<file path="src/rtl/key_pkg.sv">
// ----------------------------------------------------------------------------
// key_pkg
// Shared definitions for the key/switch command front end.
//   - key_state_t : FSM state encoding (IDLE, DEBOUNCE, VALID, RELEASE)
//   - KEY_W       : default width of the raw key bus and of InputKey
//   - DEBOUNCE_CYCLES_DEF / REPEAT_CYCLES_DEF : default timing constants
// Related build macro: KEY_REPEAT_EN (used by key_cmd_capture).
// ----------------------------------------------------------------------------
package key_pkg;

    localparam int KEY_W               = 5;
    localparam int DEBOUNCE_CYCLES_DEF = 4;
    localparam int REPEAT_CYCLES_DEF   = 16;

    typedef enum logic [1:0] {
        IDLE     = 2'd0,
        DEBOUNCE = 2'd1,
        VALID    = 2'd2,
        RELEASE  = 2'd3
    } key_state_t;

endpackage : key_pkg

</file>
<file path="src/rtl/key_sync2.sv">
// ----------------------------------------------------------------------------
// key_sync2
// Bitwise two-flop synchroniser for an asynchronous level bus.
// Both stages clear on the synchronous active-high reset.
// Ports:
//   Clk    in   system clock, rising edge
//   Reset  in   synchronous active-high reset
//   i_d    in   [W-1:0] asynchronous input levels
//   o_q    out  [W-1:0] synchronised levels (stage-2 output)
// ----------------------------------------------------------------------------
module key_sync2 #(
    parameter int W = 5
) (
    input  logic         Clk,
    input  logic         Reset,
    input  logic [W-1:0] i_d,
    output logic [W-1:0] o_q
);

    logic [W-1:0] r_meta;
    logic [W-1:0] r_sync;

    always_ff @(posedge Clk) begin
        if (Reset) begin
            r_meta <= '0;
            r_sync <= '0;
        end else begin
            r_meta <= i_d;
            r_sync <= r_meta;
        end
    end

    assign o_q = r_sync;

endmodule : key_sync2

</file>
<file path="src/rtl/key_cmd_capture.sv">
// ----------------------------------------------------------------------------
// key_cmd_capture
// Front end for the Controller FSM: synchronises and debounces a raw key bus,
// issues one command per press (InputKey + level ValidCmd) and demands a
// clean, debounced release before another command can be accepted.
//
// Ports:
//   Clk          in   system clock, rising edge
//   Reset        in   synchronous active-high reset
//   RawKey       in   [KEY_W-1:0] asynchronous raw key levels, 0 = no key
//   InputKey     out  [KEY_W-1:0] qualified key code for the Controller
//   ValidCmd     out  high while InputKey holds an accepted command
//   Busy         out  high while in DEBOUNCE or RELEASE
//   o_dbg_state  out  [1:0] current FSM state (key_state_t encoding)
//
// Build option: define KEY_REPEAT_EN to enable auto-repeat while a key is
// held (ValidCmd drops for one cycle every REPEAT_CYCLES cycles in VALID).
// ----------------------------------------------------------------------------
module key_cmd_capture
    import key_pkg::*;
#(
    parameter int KEY_W           = key_pkg::KEY_W,
    parameter int DEBOUNCE_CYCLES = key_pkg::DEBOUNCE_CYCLES_DEF,
    parameter int REPEAT_CYCLES   = key_pkg::REPEAT_CYCLES_DEF
) (
    input  logic             Clk,
    input  logic             Reset,
    input  logic [KEY_W-1:0] RawKey,
    output logic [KEY_W-1:0] InputKey,
    output logic             ValidCmd,
    output logic             Busy,
    output logic [1:0]       o_dbg_state
);

    // Elaboration-time guard on the legal parameter ranges.
    if (DEBOUNCE_CYCLES < 1 || REPEAT_CYCLES < 2) begin : g_param_check
        $error("key_cmd_capture: DEBOUNCE_CYCLES must be >=1 and REPEAT_CYCLES >=2");
    end

    // The counter is compared against DEBOUNCE_CYCLES-1 before incrementing,
    // so it never needs to hold more than DEBOUNCE_CYCLES-1.
    localparam int CNT_W = $clog2(DEBOUNCE_CYCLES + 1);
    localparam logic [CNT_W-1:0] CNT_LAST = CNT_W'(DEBOUNCE_CYCLES - 1);

    // ------------------------------------------------------------------
    // Synchroniser
    // ------------------------------------------------------------------
    logic [KEY_W-1:0] w_sync_key;

    key_sync2 #(
        .W (KEY_W)
    ) u_sync (
        .Clk   (Clk),
        .Reset (Reset),
        .i_d   (RawKey),
        .o_q   (w_sync_key)
    );

    // ------------------------------------------------------------------
    // State and output registers
    // ------------------------------------------------------------------
    key_state_t       r_state,  w_state_nxt;
    logic [CNT_W-1:0] r_cnt,    w_cnt_nxt;
    logic [KEY_W-1:0] r_cand,   w_cand_nxt;
    logic [KEY_W-1:0] r_key,    w_key_nxt;
    logic             r_valid,  w_valid_nxt;
    logic             r_busy,   w_busy_nxt;

`ifdef KEY_REPEAT_EN
    localparam int RPT_W = $clog2(REPEAT_CYCLES);
    localparam logic [RPT_W-1:0] RPT_LAST = RPT_W'(REPEAT_CYCLES - 1);
    logic [RPT_W-1:0] r_rpt_cnt, w_rpt_cnt_nxt;
`endif

    always_ff @(posedge Clk) begin
        if (Reset) begin
            r_state <= IDLE;
            r_cnt   <= '0;
            r_cand  <= '0;
            r_key   <= '0;
            r_valid <= 1'b0;
            r_busy  <= 1'b0;
`ifdef KEY_REPEAT_EN
            r_rpt_cnt <= '0;
`endif
        end else begin
            r_state <= w_state_nxt;
            r_cnt   <= w_cnt_nxt;
            r_cand  <= w_cand_nxt;
            r_key   <= w_key_nxt;
            r_valid <= w_valid_nxt;
            r_busy  <= w_busy_nxt;
`ifdef KEY_REPEAT_EN
            r_rpt_cnt <= w_rpt_cnt_nxt;
`endif
        end
    end

    // ------------------------------------------------------------------
    // Next-state / next-output logic
    // ------------------------------------------------------------------
    always_comb begin
        w_state_nxt = r_state;
        w_cnt_nxt   = r_cnt;
        w_cand_nxt  = r_cand;
        w_key_nxt   = r_key;
        w_valid_nxt = r_valid;
`ifdef KEY_REPEAT_EN
        w_rpt_cnt_nxt = r_rpt_cnt;
`endif

        unique case (r_state)
            IDLE: begin
                w_key_nxt   = '0;
                w_valid_nxt = 1'b0;
                if (w_sync_key != '0) begin
                    w_state_nxt = DEBOUNCE;
                    w_cand_nxt  = w_sync_key;
                    w_cnt_nxt   = '0;
                end
            end

            DEBOUNCE: begin
                if (w_sync_key == '0) begin
                    w_state_nxt = IDLE;
                end else if (w_sync_key != r_cand) begin
                    // A chord or code change restarts qualification.
                    w_cand_nxt = w_sync_key;
                    w_cnt_nxt  = '0;
                end else if (r_cnt == CNT_LAST) begin
                    w_state_nxt = VALID;
                    w_key_nxt   = r_cand;
                    w_valid_nxt = 1'b1;
`ifdef KEY_REPEAT_EN
                    w_rpt_cnt_nxt = '0;
`endif
                end else begin
                    w_cnt_nxt = r_cnt + 1'b1;
                end
            end

            VALID: begin
                // Release or a different code both end the command; the
                // check comes first so it also wins during a repeat gap.
                if (w_sync_key != r_key) begin
                    w_state_nxt = RELEASE;
                    w_valid_nxt = 1'b0;
                    w_cnt_nxt   = '0;
                end else begin
`ifdef KEY_REPEAT_EN
                    if (r_rpt_cnt == RPT_LAST) begin
                        w_valid_nxt   = 1'b0;
                        w_rpt_cnt_nxt = '0;
                    end else begin
                        w_valid_nxt   = 1'b1;
                        w_rpt_cnt_nxt = r_rpt_cnt + 1'b1;
                    end
`else
                    w_valid_nxt = 1'b1;
`endif
                end
            end

            RELEASE: begin
                // InputKey keeps its last value until the release is clean.
                w_valid_nxt = 1'b0;
                if (w_sync_key != '0) begin
                    w_cnt_nxt = '0;
                end else if (r_cnt == CNT_LAST) begin
                    w_state_nxt = IDLE;
                    w_key_nxt   = '0;
                end else begin
                    w_cnt_nxt = r_cnt + 1'b1;
                end
            end

            default: begin
                w_state_nxt = IDLE;
            end
        endcase

        // Registered from the next state so Busy lines up with the state.
        w_busy_nxt = (w_state_nxt == DEBOUNCE) || (w_state_nxt == RELEASE);
    end

    assign InputKey    = r_key;
    assign ValidCmd    = r_valid;
    assign Busy        = r_busy;
    assign o_dbg_state = r_state;

endmodule : key_cmd_capture

</file>
<file path="config.mk">
export PLATFORM = sky130hd
export DESIGN_NAME = key_cmd_capture
export DESIGN_NICKNAME = d
export VERILOG_FILES = /design/src/rtl/key_pkg.sv /design/src/rtl/key_sync2.sv /design/src/rtl/key_cmd_capture.sv
export SDC_FILE = /design/constraint.sdc
export NUM_CORES = 1
export LEC_CHECK = 0
export BUFFER_PORTS_ARGS = -buffer_cell sky130_fd_sc_hd__buf_2
export CAP_MARGIN = 20
export CORE_ASPECT_RATIO = 0.75
export CORE_MARGIN = 2
export CORE_UTILIZATION = 45
export DETAILED_ROUTE_END_ITERATION = 6
export SETUP_SLACK_MARGIN = 0.02
export SLEW_MARGIN = 30
export SYNTH_ARGS = -nofsm -noshare
export SYNTH_HDL_FRONTEND = slang
export SYNTH_SLANG_ARGS = --single-unit
export TNS_END_PERCENT = 1
</file>
<file path="constraint.sdc">
create_clock -name Clk -period 2.19 [get_ports Clk]
set_input_delay 0.438 -clock Clk [delete_from_list [all_inputs] [get_ports Clk]]
set_output_delay 0.438 -clock Clk [all_outputs]
set_load 0.005 [all_outputs]
</file>
# --- Word level (Yosys, flattened, before mapping) ---
# Cells that the tools add are included.
word_totals:
  reg_bits: 27
  inputBits: 7
  output_inout_bits: 9
  elab_cells: 66
classes:
  addsub: 1
  eq_ne: 16
  muxes: 30
  n_reduce_logical: 11
ops:
  columns: ["cell", "n"]
  rows:
  - ["two-way mux 5 bit", 8]
  - ["two-way mux 3 bit", 6]
  - ["!= test 2 bit (second input constant)", 8]
  - ["case mux 5 bit (3 select lines)", 1]
  - ["two-way mux 2 bit", 7]
  - ["case mux 3 bit (4 select lines)", 1]
  - ["!= test 5 bit", 2]
  - ["case mux 5 bit (2 select lines)", 1]
  - ["case mux 2 bit (4 select lines)", 1]
  - ["equality test 2 bit (second input constant)", 3]
  - ["AND reduction 3 bit", 2]
  - ["AND reduction 6 bit", 1]
  - ["zero test 5 bit", 1]
  - ["nonzero test 5 bit", 1]
  - ["equality test 2 x 1 -> 1 bit (second input constant)", 2]
  - ["two-way mux 1 bit", 4]
  - ["AND reduction 4 bit", 1]
  - ["adder 3 x 1 -> 3 bit (second input constant)", 1]
  - ["equality test 3 x 2 -> 1 bit (second input constant)", 1]
  - ["case mux 1 bit (3 select lines)", 1]
  - ["nonzero test 3 bit", 1]
  - ["zero test 2 bit", 1]
  - ["nonzero test 2 bit", 1]
  - ["OR reduction 2 bit", 1]
  - ["logical OR 1 bit", 1]

# --- Depth between registers and ports, before layout ---
logic_depth:
  word_depth: 7
  mapped_depth: 6
  mapped_depth_nobuf: 5

# --- Hierarchy ---
# From an unflattened synthesis, not the netlist that was laid out.
hier_totals:
  hier_cells: 106
  area_unflattened_um2: 1092.3
modules_own_cells:
  columns: ["mod", "n_inst", "cells_each", "area_each_um2", "seq_area_each_um2"]
  rows:
  - ["key_cmd_capture", 1, 86, 829.5, 320.3]
  - ["key_sync2", 1, 20, 262.8, 200.2]

# --- Worst setup path before layout ---
# No wires, ideal clock.
synth_path:
  path_type: "flip-flop to flip-flop"
  from: "register u_sync.r_sync[4], in the netlist u_sync.o_q[4]"
  to: "register r_key[0], in the netlist InputKey[0]"
  setup_ps: 120
  arrival_time_ps: 1643
  setup_slack_ps: 427
  stages_incl_launch_ff: 6
  n_path_buf: 1
  synth_period_minus_slack_ps: 1763
  path_cell_list: "dfxtp_1 -> or4_1 -> buf_2 -> or4_4 -> nand4_1 -> o21ai_1"
synth_via:
  elab_chain_len: 3
  elab_cells_between_ends: 7
  classes_between: "eq/ne: 4; reduce/logical: 3"
synth_lines:
  columns: ["element", "line", "rtl"]
  rows:
  - ["start: declaration", "key_sync2.sv:21", "logic [W-1:0] r_sync;"]
  - ["start signal: assignment", "key_sync2.sv:29", "r_sync <= r_meta;"]
  - ["!= test 5 bit (tied with other cells)", "key_cmd_capture.sv:126", "end else if (w_sync_key != r_cand) begin"]
  - ["!= test 2 bit (no source line)", null, null]
  - ["AND reduction 6 bit (no source line) *", null, null]
  - ["end signal: assignment", "key_cmd_capture.sv:90", "r_key <= w_key_nxt;"]
  - ["end: declaration", "key_cmd_capture.sv:65", "logic [KEY_W-1:0] r_key, w_key_nxt;"]
# Every way passes the cells marked *; elsewhere a longest branch is shown, timed or not.
# A chain may end at the register's enable or synchronous reset.

# --- Worst setup path after layout ---
layout_path:
  from: "register u_sync.r_sync[4], in the netlist u_sync.o_q[4]"
  to: "register r_key[2], in the netlist InputKey[2]"
# The elaborated chain is that of the path after synthesis.

==> run metrics <==
Final Max Tran Viols=0; Ports=16; # rows=16; share of layout cells above drive strength 1=about 20%; Inst Count DP=180; worst path cell trace=or4_1, or4_4, nand4_1, o21ai_1; CTS Root Cell=clkbuf_4; Final Instance Count excl. Fillers=approximately 180; first-pass GRT wire length=approximately 4.3 mm; peak supply drop=394 µV; max cap viols=0; RePlAce Congestion=about 0.87; slowest cell on the critical path=or4_1; NumNets Final=between 150 and 200; # fillers=around 250; predominant post-synthesis flop cell=dfxtp_1; dpl cell area=about 1300 µm²; syn avg cell area=around 9.2 µm²; drt pass-1 iters=5; Synth-to-Final Area Change=13.4%; EDFF count, synth=0; Netlist cell types=38; Startpoint Class=register; WP data arrival=between 2 and 2.5 ns; number of vias per cell=roughly 5.6; slew margin rel.=a little under two thirds; GRT Total Usage=about 17%; Slew @ Worst Pin=~0.55 ns; post_cts resized=0; worst clock skew=between 0.003 and 0.004 ns; antenna cells=0; Syn Inst Count=about 130; Initial Util=between 40% and 50%; internal cell power=between 0.7 and 0.8 mW; IO buf count=15; largest net degree at the start of global routing=18; drt wl/cell=13.6 µm; RSZ-0062 raised after global routing=no; initial DRC count=65; pwr dens=684 nW/µm²; Die H=~50 µm; kind of critical path=register to register; CP required=about 2.4 ns; post-CTS setup buffer count=0; fin crit period=roughly 1.9 ns; final core area utilization=53.5%; Seq/Total Area, Yosys=a little over two fifths; HPWL after DPL=about 1.8 mm; core area=about 2600 µm²; endpoints failing hold=0; setup violators final=0; Sequential Power Share=between 50% and 60%; Leak Pwr=roughly 0.59 nW; Clock Sinks=26; Setup crit end kind=register; initial antenna violation count=0; Fmax=roughly 520 MHz; die area=3170 µm²; Hold Crit Class=input pin to register; CTS tree=built; CTS clk-pin slew, worst paths=around 0.14 ns; vias in the first global route=959; clock buffer depth=2; PnR worst setup slack=0.249 ns; Power Total=roughly 0.95 mW; via count=1,037; Sw Pwr=0.228 mW; drc violations=0; Yosys reg bits=26; post-route ant nets=0; Period Utilization, post-route=between 80% and 90%; H-tree levels=1; Die X=64.3 µm; Clock Latency Late Sink=0.32 ns; Switching Share=23.9%; asr flop ratio synth=0%; Clock Power Share=between 30% and 40%; DP Worst Slack=approximately 0.29 ns; run status=complete, no violations; Synth Net Count=between 100 and 150; grt total ovfl=0; Hold Slack=0.309 ns; crit path max fanout=9; Num CTS Buffers=3; Routed WL=approximately 2.5 mm; post-synthesis cell area=1230 µm²; max incr delay on CP=0.70 ns; post-route cell area=about 1400 µm²; Synth Warn #=0; cts hold-fix bufs=0; setup_tns=0 ns; combinational power share=between 10 and 15%
-- cells in the final DEF, fill, tap and decap left out, drive strengths merged --
cell and n:
a21oi 5, a22oi 4, dfxtp 26, xor2 10, mux2i 4, a2111oi 1
o21ai 10, nand2 10, o31ai 1, nor2 3, a221oi 3, nand3b 1
or2 3, o211a 1, and4 1, a211o 1, nor3b 2, o2111ai 1
a211oi 1, nor4 1, nand2b 2, bufinv 1, nand3 3, clkbuf 3
nor3 2, ha 1, nand4 10, or4 2, nor2b 11, buf 19
a311oi 1, o221a 1, inv 3
-- registers in the layout, indices dropped and copies added (netlist names) --
name           flops
u_sync.o_q         5
u_sync.r_meta      5
r_cand             5
o_dbg_state        2
r_cnt              3
InputKey           5
ValidCmd           1
-- power by group through the flow --
stage	clock network [mW]	registers (mW)	logic, mW
final	0.327	0.506	0.118
after detailed placement	0	0.516	0.118
after global placement	0	0.516	0.118
after global routing	0.355	0.509	0.131
after CTS	0.337	0.506	0.118
after floorplan	0	0.512	0.0932
-- worst max-delay path: cells and delay by family, from the launching register on --
kind	cells	cell delay [ns]
DFF	1	0.38
AOI/OAI and AO/OA	1	0.07
and+or+nand+nor	3	1.40
-- final timing paths --
kind	start	endpoint	slack, ns	cells after the start
max reg2reg	u_sync.o_q[4]	InputKey[2]	0.25	4
max	u_sync.o_q[4]	InputKey[2]	0.25	4
min	RawKey[3]	u_sync.r_meta[3]	0.31	2
min reg2reg	u_sync.r_meta[0]	u_sync.o_q[0]	0.45	1
-- layer usage --
metal | GRT usage, % | vias up | share of wire, %
met5 | 0 | - | 0
met4 | 3.19 | 0 | 0.52
met3 | 5.54 | 2 | 4.5
met2 | 27.4 | 32 | 44
met1 | 23.6 | 488 | 51
li1 | - | 515 | -
-- synthesized netlist by cell type, types with 2 or more instances --
cell type,number,area share (%)
a21oi_1,5,2.0
a221oi_1,3,2.1
a22oi_1,4,2.4
buf_2,4,1.6
clkbuf_1,2,0.61
dfxtp_1,26,42
inv_1,3,0.92
mux2i_1,4,3.3
nand2_1,10,3.1
nand2b_1,2,1.0
nand3_1,3,1.2
nand4_1,10,5.1
nor2_1,2,0.61
nor2b_1,11,5.6
nor3_1,2,0.82
nor3b_1,2,1.2
o21ai_0,3,1.2
o21ai_1,7,2.9
or2_2,2,1.0
xor2_1,10,7.1
-- layout make-up --
type	count	area (µm²)	share of cell area, %
Tap cell	36	45.0	3.24
Inverter	3	11.3	0.809
Timing Repair Buffer	19	105	7.55
Multi-Input combinational cell	96	657	47.2
Sequential cell	26	520	37.4
Clock inverter	1	30.0	2.16
Clock buffer	3	22.5	1.62
-- cells by family (layout without fill, tap and decap cells) --
kind of cell               Yosys count  after routing  share of synthesized area [%]
adders and majority gates            1              1                           1.02
AOI/OAI and AO/OA                   30             30                           17.5
and+or+nand+nor                     51             51                           24.6
xor gates and xnor gates            10             10                           7.14
buffers and inverters               11             26                           4.08
muxes                                4              4                           3.26
DFF                                 26             26                           42.4
Power figures use the tool's default switching activity.
